## src/rtl/fir_decimator.sv

```systemverilog
// rtl/fir_decimator.sv - decimate, round/scale and FIFO-buffer a FIR sample stream
//
// Keeps one valid input sample in every DEC. Each kept sample is rounded
// (half toward +inf), arithmetically shifted right by SHIFT and narrowed to
// DW_OUT bits. The result is queued in a DEPTH-entry first-word-fall-through
// FIFO and offered to the consumer with a valid/ready handshake.
//
// Build option: FIR_DEC_SAT_EN - clip to the DW_OUT signed range and pulse
// sat; when undefined the low DW_OUT bits are kept (wrap) and sat is 0.
//
// Ports:
//   clk        in   clock, rising edge
//   reset      in   asynchronous, active-high reset
//   in_valid   in   in_data holds a new filter sample
//   in_data    in   DW_IN-bit signed filter sample
//   out_valid  out  FIFO head available
//   out_ready  in   consumer takes the head this cycle
//   out_data   out  DW_OUT-bit signed FIFO head (holds last value when empty)
//   level      out  FIFO occupancy, 0..DEPTH
//   drop       out  one-cycle pulse: a scaled sample was refused by a full FIFO
//   sat        out  one-cycle pulse: a kept sample was clipped
module fir_decimator #(
  parameter int DW_IN  = 32,
  parameter int DW_OUT = 16,
  parameter int SHIFT  = 4,
  parameter int DEC    = 4,
  parameter int DEPTH  = 8
) (
  input  logic                     clk,
  input  logic                     reset,
  input  logic                     in_valid,
  input  logic [DW_IN-1:0]         in_data,
  output logic                     out_valid,
  input  logic                     out_ready,
  output logic [DW_OUT-1:0]        out_data,
  output logic [$clog2(DEPTH):0]   level,
  output logic                     drop,
  output logic                     sat
);

  localparam int AW = $clog2(DEPTH);
  localparam int PW = (DEC > 1) ? $clog2(DEC) : 1;
  localparam logic [PW-1:0] PHASE_LAST = PW'(DEC - 1);
  // Half an output LSB; (1<<SHIFT)>>1 is zero when SHIFT is zero.
  localparam logic signed [DW_IN:0] RND = (DW_IN + 1)'((1 << SHIFT) >> 1);

  // ---------------------------------------------------------------- phase
  logic [PW-1:0] phase;
  logic          keep;

  assign keep = in_valid && (phase == '0);

  always_ff @(posedge clk or posedge reset) begin
    if (reset) begin
      phase <= '0;
    end else if (in_valid) begin
      phase <= (phase == PHASE_LAST) ? '0 : phase + PW'(1);
    end
  end

  // ---------------------------------------------------------------- scale
  // One extra bit so the rounding add cannot wrap.
  logic signed [DW_IN:0] rounded;
  logic [DW_OUT-1:0]     narrowed;

  assign rounded = $signed({in_data[DW_IN-1], in_data}) + RND;

`ifdef FIR_DEC_SAT_EN
  localparam logic signed [DW_IN:0] OUT_MAX = {{(DW_IN - DW_OUT + 2){1'b0}}, {(DW_OUT - 1){1'b1}}};
  localparam logic signed [DW_IN:0] OUT_MIN = {{(DW_IN - DW_OUT + 2){1'b1}}, {(DW_OUT - 1){1'b0}}};

  logic signed [DW_IN:0] shifted;
  logic                  clipped;
  logic                  sat_q;

  assign shifted = rounded >>> SHIFT;

  always_comb begin
    clipped  = 1'b0;
    narrowed = shifted[DW_OUT-1:0];
    if (shifted > OUT_MAX) begin
      clipped  = 1'b1;
      narrowed = {1'b0, {(DW_OUT - 1){1'b1}}};
    end else if (shifted < OUT_MIN) begin
      clipped  = 1'b1;
      narrowed = {1'b1, {(DW_OUT - 1){1'b0}}};
    end
  end

  always_ff @(posedge clk or posedge reset) begin
    if (reset) begin
      sat_q <= 1'b0;
    end else begin
      sat_q <= keep && clipped;
    end
  end

  assign sat = sat_q;
`else
  // Two's-complement wrap: only the low DW_OUT bits survive.
  assign narrowed = DW_OUT'(rounded >>> SHIFT);
  assign sat      = 1'b0;
`endif

  // --------------------------------------------------------- stage-1 reg
  logic              s1_valid;
  logic [DW_OUT-1:0] s1_data;

  always_ff @(posedge clk or posedge reset) begin
    if (reset) begin
      s1_valid <= 1'b0;
      s1_data  <= '0;
    end else begin
      s1_valid <= keep;
      if (keep) begin
        s1_data <= narrowed;
      end
    end
  end

  // ----------------------------------------------------------------- FIFO
  logic [DW_OUT-1:0] mem [DEPTH];
  logic [AW-1:0]     wr_ptr;
  logic [AW-1:0]     rd_ptr;
  logic [AW-1:0]     rd_ptr_nxt;
  logic [AW:0]       count;
  logic [AW:0]       count_nxt;
  logic              full;
  logic              rd_en;
  logic              wr_en;

  // out_valid comes straight from the occupancy register, so out_ready has
  // no combinational path to it.
  assign out_valid  = (count != '0);
  assign level      = count;
  assign full       = (count == (AW + 1)'(DEPTH));
  assign rd_en      = out_valid && out_ready;
  // A full FIFO still accepts a write when the head leaves in the same cycle.
  assign wr_en      = s1_valid && (!full || rd_en);
  assign rd_ptr_nxt = rd_en ? rd_ptr + AW'(1) : rd_ptr;
  assign count_nxt  = count + (AW + 1)'(wr_en) - (AW + 1)'(rd_en);

  always_ff @(posedge clk) begin
    if (wr_en) begin
      mem[wr_ptr] <= s1_data;
    end
  end

  always_ff @(posedge clk or posedge reset) begin
    if (reset) begin
      wr_ptr   <= '0;
      rd_ptr   <= '0;
      count    <= '0;
      out_data <= '0;
      drop     <= 1'b0;
    end else begin
      if (wr_en) begin
        wr_ptr <= wr_ptr + AW'(1);
      end
      rd_ptr <= rd_ptr_nxt;
      count  <= count_nxt;
      drop   <= s1_valid && full && !rd_en;
      // out_data is a registered copy of the next head. When the incoming
      // word lands exactly at the next head slot (FIFO empty, or its last
      // entry leaving) it bypasses the memory. An empty FIFO keeps the
      // previous value.
      if (count_nxt != '0) begin
        out_data <= (wr_en && (wr_ptr == rd_ptr_nxt)) ? s1_data : mem[rd_ptr_nxt];
      end
    end
  end

endmodule

```

## config.mk

```make
export PLATFORM = sky130hd
export DESIGN_NAME = fir_decimator
export DESIGN_NICKNAME = d
export VERILOG_FILES = /design/src/rtl/fir_decimator.sv
export SDC_FILE = /design/constraint.sdc
export NUM_CORES = 1
export LEC_CHECK = 0
export BUFFER_PORTS_ARGS = -buffer_cell sky130_fd_sc_hd__clkbuf_2
export CAP_MARGIN = 40
export CORE_MARGIN = 3
export CORE_UTILIZATION = 45
export CTS_CLUSTER_SIZE = 20
export DETAILED_ROUTE_END_ITERATION = 16
export GPL_TIMING_DRIVEN = 0
export PLACE_DENSITY = 0.59
export SLEW_MARGIN = 20
export SYNTH_ARGS = -nofsm -noshare
export SYNTH_HDL_FRONTEND = slang
export SYNTH_SLANG_ARGS = --single-unit
```

## constraint.sdc

```tcl
create_clock -name clk -period 5.29 [get_ports clk]
set_input_delay 1.058 -clock clk [delete_from_list [all_inputs] [get_ports clk]]
set_output_delay 1.058 -clock clk [all_outputs]
set_load 0.01 [all_outputs]
```

==> qor.yml, run 1 <==
run_status:
  outcome: "finished, final reports clean"
placement:
  pre_cts_slack_ns: 0.122
  place_area_um2: 9400
  place_hpwl_um: 15600
  port_buffers: 41
  globalplace.congestion: 0.854
synthesis:
  synth_common_cells: "128 x edfxtp_1, 128 x mux2i_1, 68 x nand2_1"
  yosys_most_used_dff: "edfxtp_1"
  synth-seq-cells: 174
  synth_mux_area_share_pct: 19.1
  synth_compound_area_share_pct: 8.55
  synthAdderAreaFrac_pct: 1.68
  syn_nets: 728
  synth_edf_count: 128
  async_flop_share_pct: 26.4
  synthSimpleGateAreaFrac_pct: 7.45
  synth_seq_area_share_pct: 57.7
  synth_cells: 681
  synth_cell_types: 43
  yosysWarnings: 0
  synth_top_family_by_area: "multiplexers"
  synthDominantCellAreaShare_pct: 44.4
  synth_area_leaders: "edfxtp_1 44%, mux2i_1 15%, dfrtp_1 13%"
  synth.avg_cell_area_um2: 12.7
  synth-xor-area-share_pct: 2.43
  syn_area_um2: 8660
  synth_top_area_cell: "edfxtp_1"
clocking:
  clkTransAtPathRegs_ns: 0.07
  cts_hold_buffers: 0
  cts_tree: "yes"
  numCtsBuffers: 17
  post_cts_resized: 0
  postCtsSetupBuffers: 0
  cts_sinks: 174
  htree_levels: 4
  clk_path_buf_depth: 2
  ctsRootBufferMaster: "clkbuf_16"
  clock_latency_ns: 0.43
drt:
  drt_iter0_markers: 454
  viasPerCell: 5.48
  wl_um: 21000
  routedWlPerCell_um: 20.4
  ant_nets: 0
  via_count: 5660
  drc: 0
  firstDrtPassIters: 5
timing:
  post-route-min-period_ns: 4.76
  rsz0062_at_grt: "no"
  finalClockSkew_ns: 0.00976
  tightest_slew_ns: 0.852
  fmax_ghz: 0.210
  finalSetupViolCount: 0
  slew_headroom_pct: 43.2
  drv_slew: 0
  fin_setup_tns_ns: 0
  hold_viol_final: 0
  finalCritPeriodShare_pct: 90.0
  setup_slack_ns: 0.530
die:
  die_h_um: 145
  start_util_pct: 46.0
  core_um2: 18800
  fp-row-count: 50
  ioPinCount: 59
  die_w_um: 145
  die_area_um2: 20900
cells_and_area:
  drive_gt1_share_pct: 21.3
  final_core_util_pct: 53.2
  nNetsFinal: 807
  synthToLayoutAreaGrowth_pct: 15.8
  diodes: 0
  fill_cells: 1610
  design_area_um2: 10000
run:
  cap_violations: 0
global_route:
  gr-total-overflow: 0
  grt_antenna_before_repair: 0
  grt_max_degree: 28
  first_global_vias: 5812
  grt_pass1_wl_um: 32500
  grt_usage_pct: 21.0
power:
  p_per_area_nw_per_um2: 623
  leakage_nw: 3.84
  power_w: 0.00625
  vdd_ir_drop_max_uv: 255
setup_path:
  path_class: "flop to flop"
  path_cells: "inv_1, ha_1, or3b_1, buf_2, nand2_1, buf_2, nand2_1, nand2_1, ha_1, inv_1, fa_1, inv_1, or4b_2, clkbuf_1, clkbuf_1, nor2_1, a31oi_1"
  crit_family: "simple AND/OR/NAND/NOR gates"
  worst-path-buf-inv: 7
  cp_max_fo: 19
  max_stage_delay_ns: 0.72
  regToRegStartpoint: "level[2]$_DFF_PP0_"
  worstSetupEndpointType: "flop"
  start_kind: "flop"
  crit_slowest_cell: "or4b_2"
  crit_required_ns: 5.57
  crit_start: "level[2]$_DFF_PP0_"
  cp.arrival_ns: 5.04
min_path:
  holdCritStartpoint: "out_data[9]$_DFFE_PP0P_"
  worstHoldPathType: "flop to flop"
==> final cells by class <==
| class | count | area, um^2 | share of cell area [%] |
|---|---|---|---|
| clock buffers | 17 | 425 | 4.24 |
| inverters | 14 | 52.6 | 0.524 |
| well taps | 260 | 325 | 3.24 |
| repair buffers | 61 | 409 | 4.08 |
| multi-input cells | 445 | 3430 | 34.2 |
| clock inverters | 15 | 176 | 1.76 |
| flip-flops and latches | 174 | 4990 | 49.8 |
| plain buffers | 47 | 211 | 2.11 |
==> sequential cells by signal, indices dropped and copies added, names as in the netlist <==
register / count
wr_ptr: 3
level: 4
s1_data: 16
out_data: 16
s1_valid: 1
rd_ptr: 3
drop: 1
phase: 2
mem: 128
==> power by group <==
part           internal [W]  switching (W)
Sequential          0.00189       0.000328
Combinational       0.00122        0.00154
Clock              0.000714       0.000560
==> placed cells by master, fill, tap and decap left out, types with 4 or more instances in the layout <==
| master | synthesis | layout |
|---|---|---|
| clkbuf_1 | 25 | 24 |
| buf_1 | 9 | 9 |
| buf_4 | 2 | 8 |
| clkbuf_2 | 2 | 43 |
| clkinvlp_4 | 0 | 4 |
| clkbuf_16 | 0 | 17 |
| o211ai_1 | 32 | 32 |
| inv_6 | 0 | 6 |
| buf_2 | 8 | 11 |
| nor3_2 | 0 | 4 |
| a21oi_1 | 16 | 16 |
| inv_1 | 14 | 13 |
| and2_1 | 5 | 5 |
| ha_1 | 10 | 10 |
| edfxtp_1 | 128 | 128 |
| dfrtp_1 | 46 | 46 |
| buf_6 | 2 | 9 |
| mux2i_1 | 128 | 128 |
| nand2_1 | 68 | 68 |
| a31o_1 | 4 | 4 |
| mux2_2 | 33 | 33 |
| a31o_2 | 12 | 12 |
| xnor2_1 | 15 | 15 |
| nand3_1 | 7 | 7 |
| nor2_1 | 44 | 41 |
| xor2_1 | 9 | 9 |
| a31oi_1 | 16 | 16 |
| a22oi_1 | 16 | 16 |
==> final timing paths <==
| check | to | depth (start not counted) | slack (ns) |
|---|---|---|---|
| setup reg to reg | out_data[14]$_DFFE_PP0P_ | 17 | 0.53 |
| hold / removal | out_data[9]$_DFFE_PP0P_ | 2 | 0.56 |
| min in group asynchronous | s1_data[2]$_DFFE_PP0P_ | 2 | 0.60 |
| setup / recovery | out_data[14]$_DFFE_PP0P_ | 17 | 0.53 |
| hold reg to reg | out_data[9]$_DFFE_PP0P_ | 2 | 0.56 |
| max in group asynchronous | out_data[13]$_DFFE_PP0P_ | 3 | 4.17 |
==> cell families (layout without fill, tap and decap cells) <==
family                     count (synthesis)  in the layout
AOI/OAI and AO/OA                        102            102
and+or+nand+nor                          146            146
buffers and inverters                     62            154
xor gates and xnor gates                  24             24
muxes                                    161            161
adders and majority gates                 11             11
DFF                                      174            174
other                                      1              1
==> layer usage <==
layer / wire length, um / vias to the layer above / GRT usage (%)
li1: - / 2680 / -
met1: 8800 / 2815 / 26.6
met2: 10800 / 142 / 36.0
met3: 1160 / 23 / 4.63
met4: 293 / 0 / 6.68
met5: 0 / - / 0
==> metrics by stage <==
step / hold WS, ns / cells
final: 0.556 / 1033
after global routing: 0.580 / 1033
after CTS: 0.561 / 1031
after detailed placement: 0.552 / 999
after global placement: 0.534 / 982
after floorplan: 0.485 / 681
==> worst register-to-register path, stage by stage (launching register included) <==
cell      delay [ns]
dfrtp_1         0.38
inv_1           0.11
ha_1            0.23
or3b_1          0.35
buf_2           0.17
nand2_1         0.31
buf_2           0.54
nand2_1         0.18
nand2_1         0.11
ha_1            0.16
inv_1           0.06
fa_1            0.48
inv_1           0.05
or4b_2          0.72
clkbuf_1        0.19
clkbuf_1        0.32
nor2_1          0.20
a31oi_1         0.06
No activity file was read; power rests on OpenSTA's default activity.
==> run 2, diff against run 1 <==
clock period = 6.02 ns   (was 5.29 ns; I/O delays follow)
==> qor.yml, run 2 (same netlist as run 1, synthesis figures left out) <==
clocking:
  numCtsBuffers: 17
  htree_levels: 4
  cts_tree: "yes"
  clock_latency_ns: 0.44
  postCtsSetupBuffers: 0
  ctsRootBufferMaster: "clkbuf_16"
  clk_path_buf_depth: 2
  cts_sinks: 174
  cts_hold_buffers: 0
  clkTransAtPathRegs_ns: 0.07
  post_cts_resized: 0
drt:
  firstDrtPassIters: 5
  drc: 0
  ant_nets: 0
  wl_um: 21200
  routedWlPerCell_um: 20.5
  drt_iter0_markers: 420
  via_count: 5677
  viasPerCell: 5.49
timing:
  finalClockSkew_ns: 0.0102
  hold_viol_final: 0
  tightest_slew_ns: 0.846
  finalCritPeriodShare_pct: 85.8
  post-route-min-period_ns: 5.17
  rsz0062_at_grt: "no"
  finalSetupViolCount: 0
  slew_headroom_pct: 43.6
  drv_slew: 0
  fmax_ghz: 0.194
  fin_setup_tns_ns: 0
die:
  die_w_um: 145
  ioPinCount: 59
  start_util_pct: 46.0
  core_um2: 18800
  fp-row-count: 50
  die_area_um2: 20900
  die_h_um: 145
cells_and_area:
  nNetsFinal: 808
  drive_gt1_share_pct: 21.3
  final_cell_mix: "128 x mux2i_1, 128 x edfxtp_1, 68 x nand2_1, 46 x dfrtp_1, 43 x clkbuf_2"
  fill_cells: 1610
  largest_register_ffs: 128
  design_area_um2: 10000
  diodes: 0
  reg_top3: "mem (128), out_data (16), s1_data (16)"
  synthToLayoutAreaGrowth_pct: 15.8
  regMostFlops: "mem"
power:
  p_int_w: 0.00336
  leakage_nw: 3.84
  p_per_area_nw_per_um2: 548
  clkPwrFrac_pct: 20.4
  switchingPower_w: 0.00213
  seq_power_share_pct: 35.5
  sw_frac_of_total_pct: 38.9
  vdd_ir_drop_max_uv: 227
  p_comb_share_pct: 44.1
global_route:
  met2_usage_pct: 36.0
  grt_max_degree: 28
  use_met3_pct: 4.63
  grtUsageMet1_pct: 26.6
  grt_pass1_wl_um: 32500
  grt_usage_pct: 21.0
  grt_antenna_before_repair: 0
  gr-total-overflow: 0
  first_global_vias: 5812
  grt.busiest_layer: "met2"
setup_path:
  path_class: "flop to flop"
  start_kind: "flop"
  crit_slowest_cell: "or4b_2"
  max_stage_delay_ns: 0.72
  path_cells: "inv_1, ha_1, or3b_1, buf_2, nand2_1, buf_2, clkbuf_1, nand2_1, nand2_1, ha_1, inv_1, fa_1, inv_1, or4b_2, clkbuf_1, clkbuf_1, nor2_1, a31oi_1"
  crit_required_ns: 6.30
  cp_max_fo: 10
  worstSetupEndpointType: "flop"
  cp.arrival_ns: 5.44
run:
  cap_violations: 0
placement:
  place_area_um2: 9400
  place_hpwl_um: 15600
  port_buffers: 41
  globalplace.congestion: 0.854
min_path:
  worstHoldPathType: "flop to flop"
run_status:
  outcome: "finished, final reports clean"
-- run 2: cell count changes in the layout (fill, tap and decap cells not counted) --
cell,before,now
clkbuf_1,24,25
-- run 2: cell type report --
type	instances	area [um^2]	share of cell area, %
Buffer	48	215	2.15
Clock buffer	17	425	4.24
Clock inverter	15	176	1.76
Inverter	14	52.6	0.524
Multi-Input combinational cell	445	3430	34.2
Sequential cell	174	4990	49.8
Tap cell	260	325	3.24
Timing Repair Buffer	61	409	4.08
-- run 2: per-stage QoR --
stage                     hold WS (ns)  cells  power (W)  setup slack, ns  util, %
after floorplan                  0.485    681    0.00357             1.81        -
after global placement           0.534    982    0.00423            0.680     48.8
after global routing             0.580   1034    0.00580            0.604     53.3
after CTS                        0.561   1031    0.00548            0.859     53.1
final                            0.556   1034    0.00549            0.855     53.3
after detailed placement         0.552    999    0.00436            0.706     49.9
-- run 2: path summary, 6_finish.rpt --
| check | slack, ns | end | cells past startpoint | startpoint |
|---|---|---|---|---|
| max | 0.85 | out_data[3]$_DFFE_PP0P_ | 18 | level[2]$_DFF_PP0_ |
| min reg2reg | 0.56 | out_data[9]$_DFFE_PP0P_ | 2 | out_data[9]$_DFFE_PP0P_ |
| min in group asynchronous | 0.74 | s1_data[2]$_DFFE_PP0P_ | 2 | reset |
| max reg2reg | 0.85 | out_data[3]$_DFFE_PP0P_ | 18 | level[2]$_DFF_PP0_ |
| max in group asynchronous | 4.76 | out_data[13]$_DFFE_PP0P_ | 3 | reset |
| min | 0.56 | out_data[9]$_DFFE_PP0P_ | 2 | out_data[9]$_DFFE_PP0P_ |
-- run 2: layer usage --
metal,wire [um],vias up,share of wire (%)
met1,8900,2823,42
met5,0,-,0
li1,-,2680,-
met3,1110,24,5.3
met4,287,0,1.4
met2,10900,150,51
-- run 2: power by group through the flow --
stage                     Clock, W  Combinational [W]  Sequential [W]
after global routing       0.00119            0.00262         0.00199
final                      0.00112            0.00242         0.00195
after global placement           0            0.00228         0.00195
after detailed placement         0            0.00239         0.00197
after CTS                  0.00113            0.00240         0.00194
after floorplan                  0            0.00169         0.00188
-- run 2: critical path: cells and delay by family (launching register included) --
kind / cells / cell delay [ns]
flip-flops: 1 / 0.38
AO/OA/AOI/OAI: 1 / 0.06
adder cells (fa/ha/maj): 3 / 0.88
buffers and inverters: 8 / 1.81
AND/OR/NAND/NOR: 6 / 1.88
==> run 3, diff against run 2 <==
CTS_BUF_LIST = sky130_fd_sc_hd__clkbuf_4   (was unset)
PLACE_DENSITY = 0.62   (was 0.59)
clock period = 4.49 ns   (was 6.02 ns; I/O delays follow)
==> qor.yml, run 3 (same netlist as run 1, synthesis figures left out) <==
clocking:
  numCtsBuffers: 17
  cts_tree: "yes"
  clock_latency_ns: 0.58
  htree_levels: 4
  ctsRootBufferMaster: "clkbuf_4"
  clk_path_buf_depth: 2
  clkTransAtPathRegs_ns: 0.15
  cts_sinks: 174
run:
  cap_violations: 0
setup_path:
  crit_slowest_cell: "or4b_2"
  worstSetupEndpointType: "flop"
  crit_required_ns: 4.95
  reg2reg_slack_ns: 0.20
  path_cells: "inv_1, ha_1, or3b_1, buf_2, nand2_2, buf_6, nand2_1, nand2_1, ha_1, inv_1, fa_1, inv_1, or4b_2, clkbuf_1, clkbuf_1, nor2_1, a31oi_1"
  max_stage_delay_ns: 0.73
  cp_max_fo: 19
  crit_top_cell: "inv_1"
  cp.arrival_ns: 4.75
  regToRegStartpoint: "level[2]$_DFF_PP0_"
  crit_start: "level[2]$_DFF_PP0_"
  path_class: "flop to flop"
  start_kind: "flop"
cells_and_area:
  reg_top3: "mem (128), out_data (16), s1_data (16)"
  design_area_um2: 9700
  fill_cells: 1636
  final_cell_mix: "128 x mux2i_1, 128 x edfxtp_1, 67 x nand2_1, 46 x dfrtp_1, 45 x clkbuf_2"
  drive_gt1_share_pct: 21.5
  nNetsFinal: 806
  regMostFlops: "mem"
  synthToLayoutAreaGrowth_pct: 12.0
  largest_register_ffs: 128
run_status:
  outcome: "finished, final reports clean"
timing:
  post-route-min-period_ns: 4.29
  tightest_slew_ns: 0.888
  finalCritPeriodShare_pct: 95.5
  finalSetupViolCount: 0
  fmax_ghz: 0.233
  fin_setup_tns_ns: 0
  hold_viol_final: 0
  drv_slew: 0
  rsz0062_at_grt: "no"
  worst_hold_slack_ns: 0.275
  slew_headroom_pct: 40.8
  finalClockSkew_ns: 0.0276
placement:
  place_hpwl_um: 15300
  port_buffers: 41
  place_area_um2: 9370
  globalplace.congestion: 0.838
power:
  power_w: 0.00673
  vdd_ir_drop_max_uv: 315
  leakage_nw: 3.70
  p_per_area_nw_per_um2: 694
drt:
  wl_um: 21100
  firstDrtPassIters: 8
  ant_nets: 0
  viasPerCell: 5.64
  drc: 0
  drt_iter0_markers: 547
  routedWlPerCell_um: 20.4
  via_count: 5823
global_route:
  first_global_vias: 5832
  grt_usage_pct: 21.0
  grt_antenna_before_repair: 1
  grt_max_degree: 29
  grt_pass1_wl_um: 32500
  gr-total-overflow: 0
die:
  die_h_um: 145
  core_um2: 18800
  die_w_um: 145
  die_area_um2: 20900
  fp-row-count: 50
  start_util_pct: 46.0
  ioPinCount: 59
min_path:
  worstHoldPathType: "input pin to asynchronous set/reset pin"
run 3: through the flow:
stage                     utilization (%)  worst slack [ns]  cells
after floorplan                         -             0.446    681
after global placement               48.8            -0.617    982
after detailed placement             49.7            -0.660    997
after CTS                            51.2            0.0777   1028
after global routing                 51.5            0.0171   1033
final                                51.5             0.203   1033
run 3: worst paths after layout:
kind                                                  to  cells after the start
worst max-delay path            out_data[12]$_DFFE_PP0P_                     17
worst min-delay path              s1_data[8]$_DFFE_PP0P_                      2
worst max register to register  out_data[12]$_DFFE_PP0P_                     17
worst min register to register            drop$_DFF_PP0_                      2
max in group asynchronous        out_data[8]$_DFFE_PP0P_                      3
min in group clk                    phase[1]$_DFFE_PP0P_                      2
run 3: timing repair:
item                                    4_1_cts  5_1_grt
setup buffers                                 0        0
endpoints found under the setup margin       16       16
hold buffers                                  0        0
gates cloned                                  0        0
resized for setup                             2        5
run 3: cell type report:
class                   instances  area [um^2]  area share, %
diodes                          1         2.50         0.0258
plain buffers                  47          220           2.27
well taps                     260          325           3.35
multi-input cells             445         3430           35.4
flip-flops and latches        174         4990           51.5
clock inverters                14          144           1.48
clock buffers                  18          135           1.39
repair buffers                 60          393           4.05
inverters                      14         52.6          0.542
run 3: metal layers:
metal	vias up	global-route usage [%]	share of wire [%]
met5	-	0	0
met4	0	7.27	2.0
met3	27	4.80	6.1
met2	199	34.7	49
met1	2911	27.5	43
li1	2686	-	-
run 3: report_power, final:
group / switching [W] / internal (W)
clock network: 0.000548 / 0.000334
logic: 0.00182 / 0.00143
registers: 0.000382 / 0.00222
total: 0.00275 / 0.00399
run 3: worst max-delay path: cells and delay by family (launching register included):
kind,cells,cell delay (ns)
AO/OA/AOI/OAI,1,0.06
adder cells (fa/ha/maj),3,0.87
buffers and inverters,7,1.13
flip-flops,1,0.40
AND/OR/NAND/NOR,6,1.70
